File: src/rtl/ascon_perm_ctrl.sv
// ascon_perm_ctrl: sequences the Ascon permutation p^a / p^b over a 320-bit state.
// Two valid/ready handshakes: requests in, permuted state out, held until consumed.
// Optional build macro ASCON_PERM_UNROLL2_EN: two rounds per clock (round counts must be even).
module ascon_perm_ctrl #(
  parameter int unsigned ROUNDS_A = 12,
  parameter int unsigned ROUNDS_B = 8,
  parameter int unsigned ROUNDS_C = 6
) (
  input  logic         clk,
  input  logic         rst,
  input  logic         in_valid,
  output logic         in_ready,
  input  logic [1:0]   rnd_sel,
  input  logic [319:0] state_in,
  output logic         out_valid,
  input  logic         out_ready,
  output logic [319:0] state_out,
  output logic         busy
);

  localparam int unsigned W_STATE = 320;
  localparam int unsigned W_WORD  = 64;
  localparam int unsigned W_IDX   = 4;

`ifdef ASCON_PERM_UNROLL2_EN
  localparam logic [W_IDX-1:0] STEP = W_IDX'(2);
`else
  localparam logic [W_IDX-1:0] STEP = W_IDX'(1);
`endif

  typedef enum logic [1:0] {S_IDLE, S_RUN, S_DONE} fsm_e;

  fsm_e               fsm_q, fsm_d;
  logic [W_STATE-1:0] state_q, state_d;
  logic [W_IDX-1:0]   idx_q, idx_d;
  logic [W_IDX-1:0]   rem_q, rem_d;
  logic               in_ready_q, in_ready_d;
  logic               out_valid_q, out_valid_d;
  logic               busy_q, busy_d;
  logic [W_IDX-1:0]   n_sel_c;
  logic [W_STATE-1:0] round1_c;
  logic [W_STATE-1:0] round_nxt_c;

  function automatic logic [W_WORD-1:0] ror64(input logic [W_WORD-1:0] x, input int unsigned n);
    return (x >> n) | (x << (W_WORD - n));
  endfunction

  // One Ascon round: constant addition, bitsliced S-box layer, linear diffusion.
  function automatic logic [W_STATE-1:0] ascon_round(input logic [W_STATE-1:0] s,
                                                      input logic [W_IDX-1:0] i);
    logic [W_WORD-1:0] x0, x1, x2, x3, x4;
    logic [W_WORD-1:0] t0, t1, t2, t3, t4;
    logic [7:0]        rc;
    {x0, x1, x2, x3, x4} = s;
    rc = {4'hF - i, i};
    x2 = x2 ^ {56'd0, rc};
    x0 = x0 ^ x4;  x4 = x4 ^ x3;  x2 = x2 ^ x1;
    t0 = ~x0 & x1; t1 = ~x1 & x2; t2 = ~x2 & x3; t3 = ~x3 & x4; t4 = ~x4 & x0;
    x0 = x0 ^ t1;  x1 = x1 ^ t2;  x2 = x2 ^ t3;  x3 = x3 ^ t4;  x4 = x4 ^ t0;
    x1 = x1 ^ x0;  x0 = x0 ^ x4;  x3 = x3 ^ x2;  x2 = ~x2;
    x0 = x0 ^ ror64(x0, 19) ^ ror64(x0, 28);
    x1 = x1 ^ ror64(x1, 61) ^ ror64(x1, 39);
    x2 = x2 ^ ror64(x2, 1)  ^ ror64(x2, 6);
    x3 = x3 ^ ror64(x3, 10) ^ ror64(x3, 17);
    x4 = x4 ^ ror64(x4, 7)  ^ ror64(x4, 41);
    return {x0, x1, x2, x3, x4};
  endfunction

  // Round count for the requested permutation flavour.
  always_comb begin
    n_sel_c = W_IDX'(ROUNDS_A);
    case (rnd_sel)
      2'd1:    n_sel_c = W_IDX'(ROUNDS_B);
      2'd2:    n_sel_c = W_IDX'(ROUNDS_C);
      default: n_sel_c = W_IDX'(ROUNDS_A);
    endcase
  end

  // Round datapath: one round, or two chained rounds in the unrolled build.
  assign round1_c = ascon_round(state_q, idx_q);
`ifdef ASCON_PERM_UNROLL2_EN
  assign round_nxt_c = ascon_round(round1_c, idx_q + W_IDX'(1));
`else
  assign round_nxt_c = round1_c;
`endif

  // State and control registers.
  always_ff @(posedge clk or posedge rst) begin
    if (rst) begin
      fsm_q       <= S_IDLE;
      state_q     <= '0;
      idx_q       <= '0;
      rem_q       <= '0;
      in_ready_q  <= 1'b1;
      out_valid_q <= 1'b0;
      busy_q      <= 1'b0;
    end else begin
      fsm_q       <= fsm_d;
      state_q     <= state_d;
      idx_q       <= idx_d;
      rem_q       <= rem_d;
      in_ready_q  <= in_ready_d;
      out_valid_q <= out_valid_d;
      busy_q      <= busy_d;
    end
  end

  // Next-state logic; handshake outputs are registered from the next FSM state.
  always_comb begin
    fsm_d       = fsm_q;
    state_d     = state_q;
    idx_d       = idx_q;
    rem_d       = rem_q;
    in_ready_d  = 1'b0;
    out_valid_d = 1'b0;
    busy_d      = 1'b0;
    case (fsm_q)
      S_IDLE: begin
        if (in_valid) begin
          state_d = state_in;
          rem_d   = n_sel_c;
          idx_d   = W_IDX'(12) - n_sel_c;
          fsm_d   = S_RUN;
        end
      end
      S_RUN: begin
        state_d = round_nxt_c;
        idx_d   = idx_q + STEP;
        rem_d   = rem_q - STEP;
        if (rem_q <= STEP) fsm_d = S_DONE;
      end
      S_DONE: begin
        if (out_ready) fsm_d = S_IDLE;
      end
      default: fsm_d = S_IDLE;
    endcase
    in_ready_d  = (fsm_d == S_IDLE);
    out_valid_d = (fsm_d == S_DONE);
    busy_d      = (fsm_d != S_IDLE);
  end

  assign in_ready  = in_ready_q;
  assign out_valid = out_valid_q;
  assign busy      = busy_q;
  assign state_out = state_q;

endmodule

File: config.mk
export PLATFORM = sky130hd
export DESIGN_NAME = ascon_perm_ctrl
export DESIGN_NICKNAME = d
export VERILOG_FILES = /design/src/rtl/ascon_perm_ctrl.sv
export SDC_FILE = /design/constraint.sdc
export NUM_CORES = 2
export LEC_CHECK = 0
export ABC_CLOCK_PERIOD_IN_PS = 26200
export BUFFER_PORTS_ARGS = -buffer_cell sky130_fd_sc_hd__buf_2
export CAP_MARGIN = 40
export CORE_ASPECT_RATIO = 0.75
export CORE_MARGIN = 2
export CORE_UTILIZATION = 45
export CTS_BUF_LIST = sky130_fd_sc_hd__clkbuf_2
export CTS_CLUSTER_DIAMETER = 80
export DETAILED_ROUTE_END_ITERATION = 10
export PLACE_DENSITY = 0.68
export SYNTH_ARGS = -nofsm -noshare
export SYNTH_HDL_FRONTEND = slang
export SYNTH_SLANG_ARGS = --single-unit
File: constraint.sdc
create_clock -name clk -period 26.2 [get_ports clk]
set_input_delay 2.62 -clock clk [delete_from_list [all_inputs] [get_ports clk]]
set_output_delay 2.62 -clock clk [all_outputs]
set_load 0.05 [all_outputs]
==> metrics.yaml <==
status: "completed"
final_layout_size_suffix_gt1_frac: 0.269
setup_viol: 0
routed_wl_um: 149000
avgSynthCellArea_sq_um: 10.2
clock_path_buffers: 3
fillerInstances: 6459
boundaryPins: 649
maxCapViolCount: 0
grt_pass1_vias: 26200
grt_use_total: 0.409
route.detailed.drc: 0
synth_flop_cell: "dfrtp_1"
critPathMaxStageDelay_ps: 700
synth_largest_area_cell: "dfrtp_1"
hold_depth: 2
seq_area_frac_synth: 0.269
period_needed_ps: 4890
path_max_fanout: 5
worst-setup-path-type: "flop to primary output"
start_util: 0.454
cp.required_ps: 23580
cts_buffers: 95
synth_warnings: 0
rsz0062_at_grt: "no"
skew_ps: 62.5
crit_slowest_cell: "dfrtp_1"
period_share: 0.186
final_common_cell: "buf_2"
num_vias: 27800
cts_tree: "built"
path_buf_inv: 1
gp_congestion: 1.09
crit_family: "flip-flops"
cts_sinks: 333
multi_input_area_sq_mm: 0.0215
row_count: 83
synth_area_sq_mm: 0.0310
mostFrequentLayoutCells: "648 x buf_2, 339 x xnor2_1, 332 x nand2_1, 332 x dfrtp_1, 248 x xnor3_1"
post_cts_buffers: 0
antenna_found_initial: 10
synth_edf_count: 0
drt-pass1-iter-count: 6
max_freq_mhz: 205
place.port_buffers: 648
dp_hpwl_um: 122000
arrival_ps: 2270
path_cells: "buf_2"
finalSetupTns_ps: 0
yosys-top-cells-area: "dfrtp_1 27%, xnor3_1 18%, xnor2_1 9.6%"
whs_endpoint: "state_out[202]"
yosys_register_bits: 333
dieArea_sq_mm: 0.0711
ctsResizeCount: 0
detail-route-antenna-nets: 0
ys_types: 43
insertion_delay_ps: 1190
slew_headroom: 0.260
worst_pin_slew_ps: 1100
coreArea_sq_mm: 0.0683
postCtsHoldBufs: 0
reg2reg_slack_ps: 22450
clock_tree.root_cell: "clkbuf_2"
rr_endpoint: "state_out[155]"
viasPerCell: 5.92
reg2regPathDepth: 7
syn_to_final_growth_pct: 17.7
slew_violations: 0
cts_max_level: 3
dieHeight_um: 231
die_w_um: 307
ys_async_sr_fraction: 1.00
grt_first_pass_wirelength_um: 201000
netlist.area_leader.share: 0.268
r2r_start: "fsm_q[0]"
fin_ws_ps: 21310
dpl_worst_slack_ps: 21150
grt_overflow: 0
clkTransAtPathRegs_ps: 120
worstSetupEndpointType: "primary output"
synth_fp_nets: 3490
grt_max_degree: 224
worst_hold_slack_ps: 560
hold_viol: 0
start_kind: "flop"
seq_area_sq_mm: 0.00833
drtIter0Drc: 3645
hp-class: "flop to flop"
nets: 4182
wl_per_cell_um: 31.7
min_from: "state_out[202]"
synthCells: 3030
how the worst max path moves through the flow:
stage	slack [ps]	cells past startpoint	startpoint	endpoint
finish	21310	1	state_out[284]	state_out[284]
global route	21280	1	state_out[284]	state_out[284]
CTS	21280	1	state_out[284]	state_out[284]
detailed placement	21150	7	in_valid	state_out[223]
global placement	20770	5	in_valid	state_out[156]
floorplan	14360	1	rst	busy
registers in the layout (all words and copies together), names as in the netlist:
signal     cells
busy           1
fsm_q          2
idx_q          4
in_ready       1
out_valid      1
rem_q          4
state_out    320
cell type report:
class,instances,area share
Tap cell,892,0.0306
Multi-Input combinational cell,2374,0.588
Clock inverter,36,0.00599
Sequential cell,333,0.228
Clock buffer,134,0.0184
Timing Repair Buffer,733,0.109
Antenna cell,4,0.000274
Inverter,185,0.0192
cell usage after synthesis, types with 3 or more instances:
library cell,count
o21ai_1,69
mux2i_1,97
inv_1,176
a221o_1,5
and3_1,128
o21a_1,12
o22a_1,3
a21oi_1,189
dfrtp_1,332
o21ai_0,162
xnor2_2,106
maj3_2,17
clkbuf_1,102
xor2_2,3
xor3_1,9
buf_4,4
xnor2_1,339
nor2_1,108
maj3_1,31
ha_1,134
o211a_1,6
nand3_1,31
a22oi_1,21
inv_2,9
o22ai_1,8
buf_2,25
o221ai_1,7
a31oi_1,15
o211ai_1,20
a21o_1,25
buf_1,7
xor2_1,198
a211oi_1,40
xnor3_1,248
nand2_1,334
worst reg2reg max path: stages, from the launching register on:
cell and delay [ps]:
dfrtp_1 840, inv_1 210, nor2_4 290, buf_4 470, buf_4 550, buf_4 760, mux2i_1 400, o21ai_0 100
metrics by stage:
step / cell area (sq um) / cells / utilization
after global placement: 35100 / 4461 / 0.514
final: 36500 / 4691 / 0.535
after detailed placement: 35600 / 4513 / 0.521
after global routing: 36500 / 4689 / 0.534
after CTS: 36500 / 4683 / 0.534
after floorplan: 31000 / 3030 / -
logic make-up after synthesis:
family | count (synthesis) | synth area share
AO/OA/AOI/OAI | 586 | 0.109
buffers and inverters | 323 | 0.0406
flip-flops | 333 | 0.269
AND/OR/NAND/NOR | 606 | 0.0852
XOR/XNOR | 903 | 0.396
adder cells (fa/ha/maj) | 182 | 0.0702
multiplexers | 97 | 0.0313
layer usage:
metal	wire, um	vias to the layer above	global-route usage
met5	50	-	0
met4	7940	10	0.188
met3	21500	364	0.161
met2	62400	1975	0.599
met1	56700	13700	0.533
li1	-	11800	-
Power is left out: the tool's default activity adds up to more than one toggle a clock period on the data nets, which glitch-free logic cannot reach.
